--- src/rtl/mmio_timer_peripheral.sv ---
// rtl/mmio_timer_peripheral.sv - memory-mapped reload timer, LED/digit registers and systick
module mmio_timer_peripheral #(
  parameter logic [31:0] BASE_ADDR    = 32'h40000000,
  parameter int          LED_WIDTH    = 8,
  parameter int          DIGI_WIDTH   = 12,
  parameter logic [31:0] SYSTICK_INIT = 32'h0
) (
  input  logic                  clk,
  input  logic                  reset,
  input  logic [31:0]           Address,
  input  logic [31:0]           Write_data,
  input  logic                  MemRead,
  input  logic                  MemWrite,
  output logic [31:0]           Read_data,
  output logic                  Hit,
  output logic                  Irq,
  output logic [LED_WIDTH-1:0]  Leds,
  output logic [DIGI_WIDTH-1:0] Digi
);

  localparam logic [2:0] OFF_TH      = 3'd0;
  localparam logic [2:0] OFF_TL      = 3'd1;
  localparam logic [2:0] OFF_TCON    = 3'd2;
  localparam logic [2:0] OFF_LED     = 3'd3;
  localparam logic [2:0] OFF_DIGI    = 3'd4;
  localparam logic [2:0] OFF_SYSTICK = 3'd5;

  logic [31:0]           th;
  logic [31:0]           tl;
  logic [2:0]            tcon;
  logic [LED_WIDTH-1:0]  led_reg;
  logic [DIGI_WIDTH-1:0] digi_reg;
  logic [31:0]           systick;

  logic [2:0]  offset;
  logic        wr_hit;
  logic        wr_th;
  logic        wr_tl;
  logic        wr_tcon;
  logic        wr_led;
  logic        wr_digi;
  logic        overflow;
  logic [31:0] tl_next;
  logic [2:0]  tcon_next;
  logic        unused_addr_bits;

  assign unused_addr_bits = ^Address[1:0];

  assign offset  = Address[4:2];
  assign Hit     = (Address[31:5] == BASE_ADDR[31:5]) && (offset <= OFF_SYSTICK);
  assign wr_hit  = Hit && MemWrite;
  assign wr_th   = wr_hit && (offset == OFF_TH);
  assign wr_tl   = wr_hit && (offset == OFF_TL);
  assign wr_tcon = wr_hit && (offset == OFF_TCON);
  assign wr_led  = wr_hit && (offset == OFF_LED);
  assign wr_digi = wr_hit && (offset == OFF_DIGI);

  // A CPU write to TL pre-empts the counter, so no overflow can be flagged that edge.
  assign overflow = tcon[0] && (tl == 32'hFFFF_FFFF) && !wr_tl;

  always_comb begin
    tl_next = tl;
    if (wr_tl) begin
      tl_next = Write_data;
    end else if (overflow) begin
      tl_next = th;
    end else if (tcon[0]) begin
      tl_next = tl + 32'd1;
    end
  end

  // Hardware setting irq_status wins over a software clear on the same edge.
  always_comb begin
    tcon_next = wr_tcon ? Write_data[2:0] : tcon;
    if (overflow && tcon[1]) begin
      tcon_next[2] = 1'b1;
    end
  end

  always_ff @(posedge clk or negedge reset) begin
    if (!reset) begin
      th       <= 32'h0;
      tl       <= 32'h0;
      tcon     <= 3'b000;
      led_reg  <= '0;
      digi_reg <= '0;
      systick  <= SYSTICK_INIT;
    end else begin
      if (wr_th) begin
        th <= Write_data;
      end
      tl   <= tl_next;
      tcon <= tcon_next;
      if (wr_led) begin
        led_reg <= Write_data[LED_WIDTH-1:0];
      end
      if (wr_digi) begin
        digi_reg <= Write_data[DIGI_WIDTH-1:0];
      end
      systick <= systick + 32'd1;
    end
  end

  always_comb begin
    Read_data = 32'h0;
    if (Hit && MemRead) begin
      case (offset)
        OFF_TH:      Read_data = th;
        OFF_TL:      Read_data = tl;
        OFF_TCON:    Read_data = {29'h0, tcon};
        OFF_LED:     Read_data = {{(32-LED_WIDTH){1'b0}}, led_reg};
        OFF_DIGI:    Read_data = {{(32-DIGI_WIDTH){1'b0}}, digi_reg};
        OFF_SYSTICK: Read_data = systick;
        default:     Read_data = 32'h0;
      endcase
    end
  end

  assign Irq  = tcon[1] & tcon[2];
  assign Leds = led_reg;
  assign Digi = digi_reg;

endmodule

--- config.mk ---
export PLATFORM = sky130hd
export DESIGN_NAME = mmio_timer_peripheral
export DESIGN_NICKNAME = d
export VERILOG_FILES = /design/src/rtl/mmio_timer_peripheral.sv
export SDC_FILE = /design/constraint.sdc
export NUM_CORES = 1
export LEC_CHECK = 0
export ABC_AREA = 1
export BUFFER_PORTS_ARGS = -buffer_cell sky130_fd_sc_hd__buf_2
export CAP_MARGIN = 20
export CORE_UTILIZATION = 60
export DETAILED_ROUTE_END_ITERATION = 10
export PLACE_DENSITY = 0.81
export SLEW_MARGIN = 20
export SYNTH_ARGS = -nofsm -noshare
export SYNTH_HDL_FRONTEND = slang
export SYNTH_SLANG_ARGS = --single-unit
export TNS_END_PERCENT = 100
--- constraint.sdc ---
create_clock -name clk -period 3.3 [get_ports clk]
set_clock_uncertainty 0.1 [all_clocks]
set_input_delay 0.495 -clock clk [delete_from_list [all_inputs] [get_ports clk]]
set_output_delay 0.495 -clock clk [all_outputs]
set_load 0.02 [all_outputs]
==> results by group <==
Synth
  • Synth Cell Area: 7430 µm²
  • Post-Synth Simple-Gate Area: about 36%
  • Synth Instances: about 1.1k
  • Synth Area in Compound Gates: between 9 and 10%
  • Sequential fraction of the synthesis area: about two fifths
  • Adder-Cell Fraction of Synth Area: 0.337%
  • Main combinational cell family by area after synthesis: simple AND/OR/NAND/NOR gates
  • Synth cell types: 35
  • XOR/XNOR Fraction of Synth Area: 5.42%
  • Post-synthesis mux area share: 0%
  • Yosys warns: 0
  • Synthesized net count: 1139
  • Avg Inst Size Synth: just under 7 µm²
  • Synthesized flop and latch total: 119

Route
  • Via count: 7859
  • DRT antenna net count: 0
  • Initial DRT Pass Iterations: 7
  • Vias per cell: 5.80
  • Post-Route WL: 22700 µm
  • Routed len/inst: 16.8 µm
  • DRC viols: 0
  • Detailed Route Iter0 Violations: 812

Floorplanning
  • Row Count: 40
  • Die Ht: 113 µm
  • Core ar.: ~12000 µm²
  • Die ar.: 12800 µm²
  • Die span in x: 113 µm
  • I/O pin total: 122
  • Initial core utilization: 61.6%

Flow run
  • MaxCap Viol Count: 0

Layout
  • Post-Route Utilization: around three quarters
  • Share of layout cells above drive strength 1: 16.1%
  • Register area: 2980 µm²
  • Post-route cell area: 8840 µm²
  • P&R area growth vs syn: 19.0%
  • Finished Layout Cells: 1356
  • Area of the multi-input gates: 3760 µm²
  • Commonest non-fill, non-tap cell in the layout: nand2_1
  • Fillers: 1014
  • Final nets: 1245
  • ANT cells: 0
  • Most frequent cells in the layout: 318 x nand2_1, 126 x inv_1, 119 x dfrtp_1

Worst setup path
  • RR Endpoint: tl[29]
  • Reg2Reg Depth: 10
  • Reg-to-reg slack, setup: approximately 0.85 ns
  • Slowest cell on the critical path: inv_2
  • Reg2reg start: tl[1]
  • Critical Path Fanout Max: 27
  • Crit path kind: in2out
  • Most used cell, CP: buf_2
  • Worst EP arrival: 2.09 ns
  • CP peak stage delay: 0.43 ns
  • CP Cell Sequence: buf_2 > inv_1 > nand3_1 > inv_2 > nand2_1 > a41oi_1 > buf_2
  • CP Data Required Time: 2.70 ns
  • CP Capture Type: output port
  • Setup crit start kind: primary input

STA
  • Final WS setup: 0.618 ns
  • Hold Fails Final Rpt: 0
  • Rel. slew slack: between 30% and 40%
  • Final Max Slew Viols: 0
  • # setup viols final: 0
  • Minimum clock period: between 2 and 3 ns
  • RSZ-0062 raised after global routing: false
  • Worst hold margin: 0.207 ns
  • Worst Tran Pin Value: a little over 1 ns
  • TNS Setup: 0 ns
  • Post-route clock period utilization: around 80%
  • Max Clk Rate: 373 MHz

Place
  • GPL Wtd Cong: slightly above 0.9
  • Pre-CTS setup slack: 0.643 ns
  • Dpl hpwl: 15700 µm
  • Port bufs: about 120
  • # placed instances: 1323
  • Cell area after placement: 8190 µm²

Hold path
  • Hold WC Path Type: in2reg
  • Hold Path Stages: 3
  • Hold path start: Write_data[22]
  • Hold EP: tl[22]

Outcome
  • Outcome: completed

Global routing
  • Vias in the first global route: 7482
  • Largest net degree at the start of global routing: 41
  • Wire length of the first global-routing pass: around 37000 µm
  • GRT Residual Overflow: 0
  • Initial antenna violation count: 0
  • GRT Total Usage: approximately 38%

Power and ir drop
  • Leakage: 4.09 nW
  • Maximum VDD drop: about 0.31 mV
  • Pwr Density: 412 nW/µm²
  • Tot Pwr: 3.64 mW

Clock tree
  • Worst-skew pair later-pin latency: 0.43 ns
  • CTS Buf Count: 17
  • H-tree Lvls: 4
  • Clock tree buffer depth: 2
  • Reg clk slew, reported paths: 0.05 ns
  • CTS resizes: 0
  • CTS tree: built
  • Sinks on Clock Net: 119
  • Root Buffer: clkbuf_16
==> state kept, by name, indices dropped and copies added, names as in the netlist <==
register	count
tl	32
th	32
tcon	3
Digi	12
Leds	8
systick	32
==> final cells by class <==
class	instances	share of cell area (%)
timing repair buffer	134	8.35
clock inverter	13	2.28
clock buffer	19	5.01
sequential	119	33.7
inverter	137	5.82
tap	168	2.38
multi-input combinational	766	42.5
==> layer usage <==
layer	up-vias	routed length [µm]	track usage, %
met5	-	0	0
li1	3694	-	-
met3	57	2380	9.05
met1	3676	9270	49.8
met2	432	10600	60.4
met4	0	484	12.6
==> report_power, final <==
part           switching, mW  total [mW]  internal, mW
Sequential         0.0000397        1.46          1.46
Combinational         0.0952       0.141        0.0460
Clock                  0.686        2.04          1.35
==> how the worst max path moves through the flow <==
stage,startpoint,end,cells after the start
after detailed placement,Address[3],Read_data[10],7
after CTS,Address[3],Read_data[10],7
after global placement,Address[23],Digi[10],11
after global routing,Address[3],Read_data[10],7
after floorplan,Address[16],Read_data[10],8
final,Address[3],Read_data[10],7
==> worst max-delay path: cells and delay by family <==
| kind | cells | cell delay [ns] |
|---|---|---|
| buffers and inverters | 4 | 0.84 |
| AND/OR/NAND/NOR | 2 | 0.43 |
| AO/OA/AOI/OAI | 1 | 0.32 |
==> what timing repair did <==
action	in CTS	in global routing
hold endpoints to repair	34	0
setup buffers	0	0
endpoints found under the setup margin	0	0
hold buffers	1	0
==> cell usage after synthesis <==
cell type / instances / area [µm²]
xor2_1: 27 / 236
or2_1: 2 / 12.5
a221oi_1: 8 / 70.1
nand4_1: 46 / 288
nor3_4: 1 / 16.3
nand2_1: 319 / 1200
nor2_1: 79 / 297
nand2_2: 1 / 6.26
buf_2: 12 / 60.1
a22oi_1: 1 / 7.51
nor3b_2: 1 / 12.5
nand3b_1: 3 / 22.5
o211ai_1: 1 / 7.51
clkbuf_1: 35 / 131
o21ai_0: 22 / 110
nor4_1: 3 / 18.8
nor3_1: 12 / 60.1
nand3_2: 3 / 30.0
inv_2: 11 / 41.3
a41oi_1: 3 / 26.3
xnor2_1: 19 / 166
nand3_1: 118 / 591
nor2_4: 1 / 11.3
nor2_2: 5 / 31.3
or2_2: 2 / 12.5
o22ai_1: 8 / 50.1
inv_1: 126 / 473
a31oi_1: 23 / 144
and2_0: 1 / 6.26
o21ai_1: 46 / 230
nor3b_1: 3 / 22.5
ha_1: 2 / 25.0
a21oi_1: 5 / 25.0
nor4_2: 1 / 12.5
dfrtp_1: 119 / 2980
==> cells by family (layout without fill, tap and decap cells) <==
logic type,after synthesis,in the layout
fa+ha+maj,2,2
buf+inv,184,303
flops,119,119
xor+xnor,46,46
compound gates,117,117
simple gates,601,601
Note: power is estimated with default switching activity, not from simulation.
